## src/rtl/diffuser_scheduler.sv

```systemverilog
// rtl/diffuser_scheduler.sv - scent pump spray/pause sequencer with min:sec countdown
// Every output is registered, and its next value comes from the next FSM state.
module diffuser_scheduler #(
  parameter int TICKS_PER_SEC = 1_000_000,
  parameter int SEC_PER_MIN   = 60,
  parameter int SPRAY_SEC     = 5,
  parameter int PAUSE_SEC     = 25,
  parameter int TIMER0_MIN    = 30,
  parameter int TIMER1_MIN    = 60,
  parameter int TIMER2_MIN    = 120
) (
  input  logic       clk,
  input  logic       reset,
  input  logic       start,
  input  logic       stop,
  input  logic [1:0] scent_sel,
  input  logic [1:0] timer_sel,
  output logic [2:0] pump_en,
  output logic       running,
  output logic       done,
  output logic [6:0] remain_min,
  output logic [5:0] remain_sec
);

  localparam int PRE_W  = (TICKS_PER_SEC > 2) ? $clog2(TICKS_PER_SEC) : 1;
  localparam int PH_MAX = (SPRAY_SEC > PAUSE_SEC) ? SPRAY_SEC : PAUSE_SEC;
  localparam int PH_W   = (PH_MAX > 2) ? $clog2(PH_MAX) : 1;

  localparam logic [PRE_W-1:0] PRE_LAST   = PRE_W'(TICKS_PER_SEC - 1);
  localparam logic [PH_W-1:0]  SPRAY_LAST = PH_W'(SPRAY_SEC - 1);
  localparam logic [PH_W-1:0]  PAUSE_LAST = PH_W'(PAUSE_SEC - 1);
  localparam logic [5:0]       SEC_TOP    = 6'(SEC_PER_MIN - 1);

  typedef enum logic [1:0] {
    S_IDLE  = 2'd0,
    S_SPRAY = 2'd1,
    S_PAUSE = 2'd2,
    S_DONE  = 2'd3
  } state_t;

  state_t           r_state;
  state_t           w_state_next;
  logic [1:0]       r_scent;
  logic [PRE_W-1:0] r_presc;
  logic [PH_W-1:0]  r_phase;

  logic       w_run;
  logic       w_tick;
  logic       w_start_ok;
  logic       w_load;
  logic       w_expire;
  logic       w_phase_end;
  logic [1:0] w_scent_next;
  logic [6:0] w_timer_min;
  logic [2:0] w_pump_next;

  assign w_run      = (r_state == S_SPRAY) || (r_state == S_PAUSE);
  assign w_tick     = w_run && (r_presc == PRE_LAST);
  assign w_start_ok = start && (scent_sel != 2'd3) && (timer_sel != 2'd3);
  // stop outranks start everywhere; a start landing on the DONE cycle is dropped
  assign w_load     = w_start_ok && !stop && (r_state != S_DONE);
  assign w_expire   = w_tick && (remain_min == 7'd0) && (remain_sec == 6'd1);
  assign w_phase_end = w_tick &&
                       (((r_state == S_SPRAY) && (r_phase == SPRAY_LAST)) ||
                        ((r_state == S_PAUSE) && (r_phase == PAUSE_LAST)));
  assign w_scent_next = w_load ? scent_sel : r_scent;

  always_comb begin
    w_timer_min = 7'(TIMER0_MIN);
    case (timer_sel)
      2'd1:    w_timer_min = 7'(TIMER1_MIN);
      2'd2:    w_timer_min = 7'(TIMER2_MIN);
      default: w_timer_min = 7'(TIMER0_MIN);
    endcase
  end

  always_comb begin
    w_state_next = r_state;
    case (r_state)
      S_IDLE: begin
        if (w_load) w_state_next = S_SPRAY;
      end
      S_SPRAY, S_PAUSE: begin
        if (stop)             w_state_next = S_IDLE;
        else if (w_load)      w_state_next = S_SPRAY;
        else if (w_expire)    w_state_next = S_DONE;
        else if (w_phase_end) w_state_next = (r_state == S_SPRAY) ? S_PAUSE : S_SPRAY;
      end
      default: w_state_next = S_IDLE;
    endcase
    w_pump_next = 3'd0;
    if (w_state_next == S_SPRAY) w_pump_next = 3'd1 << w_scent_next;
  end

  always_ff @(posedge clk) begin
    if (reset) r_state <= S_IDLE;
    else       r_state <= w_state_next;
  end

  always_ff @(posedge clk) begin
    if (reset) begin
      r_scent    <= 2'd0;
      r_presc    <= '0;
      r_phase    <= '0;
      remain_min <= 7'd0;
      remain_sec <= 6'd0;
      pump_en    <= 3'd0;
      running    <= 1'b0;
      done       <= 1'b0;
    end else begin
      pump_en <= w_pump_next;
      running <= (w_state_next == S_SPRAY) || (w_state_next == S_PAUSE);
      done    <= (w_state_next == S_DONE);
      if (w_load) begin
        r_scent    <= scent_sel;
        r_presc    <= '0;
        r_phase    <= '0;
        remain_min <= w_timer_min;
        remain_sec <= 6'd0;
      end else if (w_run) begin
        if (stop) begin
          r_presc <= '0;
          r_phase <= '0;
        end else if (w_tick) begin
          r_presc <= '0;
          r_phase <= w_phase_end ? '0 : r_phase + 1'b1;
          if (w_expire) begin
            remain_min <= 7'd0;
            remain_sec <= 6'd0;
          end else if (remain_sec == 6'd0) begin
            remain_min <= remain_min - 7'd1;
            remain_sec <= SEC_TOP;
          end else begin
            remain_sec <= remain_sec - 6'd1;
          end
        end else begin
          r_presc <= r_presc + 1'b1;
        end
      end
    end
  end

endmodule

```

## config.mk

```make
export PLATFORM = sky130hd
export DESIGN_NAME = diffuser_scheduler
export DESIGN_NICKNAME = d
export VERILOG_FILES = /design/src/rtl/diffuser_scheduler.sv
export SDC_FILE = /design/constraint.sdc
export NUM_CORES = 1
export LEC_CHECK = 0
export CORE_MARGIN = 2
export CORE_UTILIZATION = 51
export CTS_CLUSTER_DIAMETER = 40
export CTS_CLUSTER_SIZE = 40
export DETAILED_ROUTE_END_ITERATION = 16
export PLACE_DENSITY = 0.76
export SLEW_MARGIN = 10
export SYNTH_ARGS = -nofsm -noshare
export SYNTH_HDL_FRONTEND = slang
export SYNTH_SLANG_ARGS = --single-unit
```

## constraint.sdc

```tcl
create_clock -name clk -period 2.5 [get_ports clk]
set_input_delay 0.5 -clock clk [delete_from_list [all_inputs] [get_ports clk]]
set_output_delay 0.5 -clock clk [all_outputs]
set_load 0.05 [all_outputs]
```

==> flow_summary.toml, run 1 <==
[worst_setup_path]
worstPathCellList = "inv_1 -> ha_1 -> nand4_1 -> nor2_2 -> buf_4 -> and4_1 -> nand2_1 -> a21o_1 -> ha_1 -> nor4b_2"
cpMaxStageDelayCell = "dfxtp_1"
setup.worst_path.start_class = "flip-flop"
cp_num_buf_inv = 2
cpPeakStageDelay_ns = 0.41
path_max_fanout = 4
critical-path-top-delay-family = "simple AND/OR/NAND/NOR gates"
worstSetupPathType = "reg2reg"
required_ns = 2.69
category_of_the_worst_setup_path_capture_point = "flip-flop"
critical-path-top-cell-by-count = "ha_1"
cp.arrival_ns = 2.50

[drt]
vias = 2354
initialDrtViolationCount = 167
drt_wl_total_mm = 5.86
residual_antenna_violating_net_count_after_detailed_routing = 0
wire_per_inst_um = 14.1
detail_routed_via_count_per_cell = 5.65
drt_first_pass_iters = 4
drc_errors = 0

[synth]
netlist_area_um2 = 2570
synthDistinctLibCells = 47
synth_area_per_cell_um2 = 8.45
mappedNetlistNets = 329
synth.yosys.warnings = 0
synthFlopType = "dfxtp_1"
synthCells = 304
synth_seq_area_share = 0.366
flops_latches_synth = 47
synth-edff-count = 0
ys_async_sr_fraction = 0

[sta]
grt_setup_unrepaired = "false"
max_slew_margin = 0.599
fmaxAchievable_ghz = 0.433
report.final.slew_viol_count = 0
clock_skew_ns = 0.0128
setup_viol_count_final = 0
worstMarginPinSlew_ns = 0.595
min_clock_period_post_route_ns = 2.31
worst_hold_slack_ns = 0.520
period_share = 0.924
postLayoutSetupSlackWorst_ns = 0.190
hold_viol = 0

[clock_network]
clock_path_buffers = 2
numClockSinks = 47
numCtsBuffers = 5
cts_tree = "built"
clkLatencyLatePin_ns = 0.31
cts_root_buffer = "clkbuf_8"
cts_hold_buffers = 0
clk_pin_slew_worst_paths_ns = 0.10
post_cts_buffers = 0
htree_levels = 2

[grt]
first_global_vias = 2190
maximum_number_of_pins_on_one_net_before_global_route_repair = 18
grt_remaining_overflow = 0
global_route.usage.total = 0.220
wire_length_of_the_first_global_routing_pass_mm = 9.65
antenna_found_initial = 0

[floorplan]
die_h_um = 75.0
row_count = 25
die_width_um = 75.0
die_area_um2 = 5620
floorplan.initialDensity = 0.537
io-pin-count = 26
core_um2 = 4790

[power]
ir_worst_vdd_mv = 0.273
fin_total_pwr_mw = 1.43
power_density_nw_per_um2 = 450
clock_power_share = 0.341
power_switching_mw = 0.391
comb_power_share = 0.121
cellLeakagePower_nw = 1.21
internal_power_mw = 1.04
power_switching_share = 0.274
p_seq_frac = 0.538

[place]
routabilityCongestion = 0.920
port_buf_inserts = 25
dpl_worst_slack_ns = -0.122
hpwl_detailed_mm = 4.37

[finish]
num_antenna_cells = 0
fin_nets = 374
layout.filler_cells = 416
flow.area_growth_from_synthesis_pct = 23.6
layout_cell_share_with_drive_strength_beyond_1 = 0.137

[hold_path]
hp-class = "reg2reg"

[run]
maxCapViolCount = 0

[status]
outcome = "finished clean"
cell usage in the layout, fill, tap and decap left out, types with 3 or more instances in the layout:
master,n
a211oi_1,3
a21o_1,4
a21oi_1,22
a31oi_1,3
and2_1,4
and3_1,3
buf_4,22
clkbuf_8,5
clkdlybuf4s50_1,25
dfxtp_1,45
ha_1,17
inv_1,12
mux2i_1,3
nand2_1,26
nand2b_1,4
nand3_1,16
nand4_1,6
nand4b_1,3
nor2_1,34
nor2b_1,3
nor3_1,7
nor4_1,5
o2111ai_1,3
o211ai_1,5
o21ai_0,10
or3_1,3
xnor2_1,8
xor2_1,13
synth_stat cells, types with 3 or more instances:
library cell  number  share of area
buf_2              4         0.0078
and2_1             4         0.0097
nand4b_1           3          0.010
and3_1             3         0.0073
xor2_1            13          0.044
clkbuf_1           5         0.0073
xnor2_1            8          0.027
nand2b_1           4         0.0097
nand3_1           16          0.031
nand4_1            6          0.015
ha_1              17          0.083
o211ai_1           5          0.015
a21o_1             4          0.012
inv_1             12          0.018
o21ai_0           10          0.019
nor3_1             7          0.014
a31oi_1            3         0.0073
or3_1              3         0.0073
dfxtp_1           47           0.37
a211oi_1           4          0.012
nor4_1             5          0.012
o2111ai_1          3          0.010
nor2_1            36          0.053
nor2b_1            3         0.0073
mux2i_1            3          0.012
nand2_1           26          0.038
a21oi_1           22          0.043
cell type report:
type                    instances  area, um^2  share of cell area
multi-input cells             236        1590               0.501
flip-flops and latches         47         943               0.297
repair buffers                 47         415               0.131
well taps                      67        83.8              0.0264
clock buffers                   5        68.8              0.0217
inverters                      12        45.0              0.0142
clock inverters                 3        26.3             0.00828
final timing paths:
path	start	endpoint	slack, ns	cells after the start
min	remain_sec[0]	remain_sec[0]	0.52	2
max	r_state[0]	pump_en[1]	0.19	10
min reg2reg	remain_sec[0]	remain_sec[0]	0.52	2
max reg2reg	r_state[0]	pump_en[1]	0.19	10
tightest hold or removal path, cell delays in order, from the launching register on:
cell	delay (ns)
dfxtp_1	0.36
nand2_1	0.07
a21oi_1	0.05
power by group through the flow:
| stage | registers, mW | clock network (mW) | logic (mW) |
|---|---|---|---|
| final | 0.769 | 0.486 | 0.172 |
| after global routing | 0.771 | 0.518 | 0.189 |
| after CTS | 0.769 | 0.495 | 0.167 |
| after detailed placement | 0.786 | 0 | 0.166 |
| after global placement | 0.786 | 0 | 0.164 |
| after floorplan | 0.809 | 0 | 0.0787 |
through the flow:
| stage | instance area [um^2] | util | TNS, ns | cells |
|---|---|---|---|---|
| after global placement | 3030 | 0.633 | -0.0223 | 409 |
| after floorplan | 2570 | - | 0 | 304 |
| after CTS | 3130 | 0.653 | 0 | 417 |
| after global routing | 3170 | 0.663 | 0 | 417 |
| final | 3170 | 0.663 | 0 | 417 |
| after detailed placement | 3030 | 0.633 | -0.770 | 409 |
layer usage:
metal | wire length [um] | vias up | GRT usage | share of wire
met5 | 0 | - | 0 | 0
met4 | 116 | 0 | 0.0893 | 0.020
met3 | 213 | 12 | 0.0482 | 0.036
met2 | 3020 | 48 | 0.389 | 0.51
met1 | 2520 | 1121 | 0.258 | 0.43
li1 | - | 1173 | - | -
kinds of logic (layout without fill, tap and decap cells):
family,count (synthesis),count (layout),synth area share
and+or+nand+nor,137,137,0.294
AOI/OAI and AO/OA,58,58,0.141
DFF,47,47,0.366
xor gates and xnor gates,21,21,0.0716
buffers and inverters,21,67,0.0326
adders and majority gates,17,17,0.0828
muxes,3,3,0.0117
flip-flops by register name, summed over array words and instances (netlist names):
register    cells
r_presc        20
remain_min      7
remain_sec      6
r_phase         5
pump_en         3
r_scent         2
r_state         2
done            1
running         1
timing repair:
| item | CTS | global route |
|---|---|---|
| endpoints found under the hold margin | 0 | 0 |
| setup endpoints to repair | 0 | 5 |
| gates resized for setup | 0 | 9 |
Power figures use the tool's default switching activity.
==> run 2, diff against run 1 <==
--- a/config.mk
+++ b/config.mk
@@ -5,6 +5,7 @@
 export SDC_FILE = /design/constraint.sdc
 export NUM_CORES = 1
 export LEC_CHECK = 0
+export CAP_MARGIN = 10
 export CORE_MARGIN = 2
 export CORE_UTILIZATION = 51
 export CTS_CLUSTER_DIAMETER = 40
==> results of run 2 <==
No change in the layout: final DEF, timing and power equal those of run 1.
==> run 3, diff against run 2 <==
--- a/config.mk
+++ b/config.mk
@@ -11,7 +11,7 @@
 export CTS_CLUSTER_DIAMETER = 40
 export CTS_CLUSTER_SIZE = 40
 export DETAILED_ROUTE_END_ITERATION = 16
-export PLACE_DENSITY = 0.76
+export PLACE_DENSITY = 0.77
 export SLEW_MARGIN = 10
 export SYNTH_ARGS = -nofsm -noshare
 export SYNTH_HDL_FRONTEND = slang
==> run 3 against run 2 <==
Critical path depth shrank 3. Combinational power is essentially flat. Maximum frequency shrank 1.0%. Non-clock buffer count is the same. First-iteration DRC count shrank 45%. Routed wire length shrank 6.0%. Final cell count shrank 0.24%. Via count shrank 1.7%. Critical endpoint unchanged. Highest routed layer unchanged.
==> flow_summary.toml, run 3 (synthesis results as in run 1) <==
[worst_setup_path]
setup.worst_path.start_class = "flip-flop"
required_ns = 2.70
cpMaxStageDelayCell = "or4b_4"
regToRegSetupSlack_ns = 0.17
path_max_fanout = 4
worstReg2RegStart = "r_presc[11]"
crit_startpoint = "r_presc[11]"
worstSetupPathType = "reg2reg"
logic_depth_of_the_worst_register_to_register_path = 7
worstPathCellList = "or4b_4 -> nor3b_4 -> nand3_1 -> o311ai_4 -> a21o_1 -> ha_1 -> nor4b_1"
worstReg2RegEnd = "pump_en[1]"
category_of_the_worst_setup_path_capture_point = "flip-flop"
cp.arrival_ns = 2.54
critical-path-top-delay-family = "simple AND/OR/NAND/NOR gates"
cpPeakStageDelay_ns = 0.56
cp_num_buf_inv = 0

[grt]
global_route.usage.total = 0.214
wire_length_of_the_first_global_routing_pass_mm = 9.42
first_global_vias = 2256
antenna_found_initial = 0
maximum_number_of_pins_on_one_net_before_global_route_repair = 17
grt_remaining_overflow = 0

[power]
cellLeakagePower_nw = 1.21
ir_worst_vdd_mv = 0.369
comb_power_share = 0.115
fin_total_pwr_mw = 1.47
power_density_nw_per_um2 = 463
clock_power_share = 0.361
power_switching_share = 0.235
internal_power_mw = 1.12
p_seq_frac = 0.524
power_switching_mw = 0.344

[drt]
residual_antenna_violating_net_count_after_detailed_routing = 0
initialDrtViolationCount = 92
wire_per_inst_um = 13.2
detail_routed_via_count_per_cell = 5.56
vias = 2314
drt_wl_total_mm = 5.51
drt_first_pass_iters = 5
drc_errors = 0

[sta]
fmaxAchievable_ghz = 0.428
hold_viol = 0
clock_skew_ns = 0.00797
report.final.slew_viol_count = 0
grt_setup_unrepaired = "false"
tns_setup_ns = 0
setup_viol_count_final = 0
min_clock_period_post_route_ns = 2.33
period_share = 0.934
worstMarginPinSlew_ns = 0.678
max_slew_margin = 0.543

[floorplan]
die_area_um2 = 5620
core_um2 = 4790
row_count = 25
floorplan.initialDensity = 0.537
die_h_um = 75.0
die_width_um = 75.0
io-pin-count = 26

[finish]
largest_register_by_flop_count = "r_presc"
layout_cell_share_with_drive_strength_beyond_1 = 0.120
layout.filler_cells = 404
sequential_cell_area_um2 = 943
finalNonFillerCells = 416
largest_register_ffs = 20
multi_input_area_um2 = 1580
flow.area_growth_from_synthesis_pct = 23.2
num_antenna_cells = 0
fin_nets = 374
biggestRegsByFlops = "r_presc: 20 flops, remain_min: 7 flops, remain_sec: 6 flops"
final_common_cell = "dfxtp_1"
most-common-layout-cells = "dfxtp_1 (45), nor2_1 (36), nand2_1 (26)"

[run]
maxCapViolCount = 0

[place]
routabilityCongestion = 0.927
hpwl_detailed_mm = 4.21
port_buf_inserts = 25
placed_cells_incl_taps = 409

[clock_network]
cts_resized = 0
clkLatencyLatePin_ns = 0.30
cts_root_buffer = "clkbuf_8"
numClockSinks = 47
clk_pin_slew_worst_paths_ns = 0.08
cts_tree = "built"
post_cts_buffers = 0
numCtsBuffers = 5
clock_path_buffers = 2
htree_levels = 2
cts_hold_buffers = 0

[hold_path]
min_path_cells = 2
hold-path-endpoint = "remain_sec[1]"
min-delay-start = "remain_sec[1]"
hp-class = "reg2reg"

[status]
outcome = "finished clean"
[run 3: metrics by stage]
step / hold WS [ns] / util / area, um^2 / worst slack (ns)
2_1_floorplan: 0.471 / - / 2570 / 0.0163
3_3_place_gp: 0.490 / 0.633 / 3030 / 0.0128
3_5_place_dp: 0.500 / 0.633 / 3030 / -0.140
4_1_cts: 0.512 / 0.655 / 3130 / 0.0763
5_1_grt: 0.543 / 0.661 / 3170 / 0.0317
6_report: 0.507 / 0.661 / 3170 / 0.165
[run 3: power groups by stage]
stage / Sequential, mW / Clock, mW / Combinational [mW]
2_1_floorplan: 0.809 / 0 / 0.0787
3_3_place_gp: 0.786 / 0 / 0.165
3_5_place_dp: 0.786 / 0 / 0.167
4_1_cts: 0.768 / 0.545 / 0.167
5_1_grt: 0.770 / 0.569 / 0.185
6_report: 0.768 / 0.529 / 0.169
[run 3: per-layer routing]
metal  wire [um]  GRT usage
met4          75     0.0893
met3         211     0.0375
met5           0          0
met1        2420      0.244
met2        2800      0.390
[run 3: cell type report]
type / count / area share
multi-input cells: 236 / 0.498
well taps: 67 / 0.0265
flip-flops and latches: 47 / 0.298
inverters: 12 / 0.0142
clock inverters: 1 / 0.00949
clock buffers: 6 / 0.0229
repair buffers: 47 / 0.131
[run 3: worst max-delay path by stage]
stage / end / slack, ns / cells after the start
after floorplan: pump_en[1] / 0.02 / 9
after global placement: pump_en[1] / 0.01 / 9
after detailed placement: pump_en[1] / -0.14 / 9
after CTS: pump_en[1] / 0.08 / 7
after global routing: pump_en[1] / 0.03 / 10
final: pump_en[1] / 0.17 / 7
[run 3: tightest hold or removal path: stages (launching register included)]
cell	delay, ns
dfxtp_2	0.34
nor2_1	0.09
a211oi_1	0.04
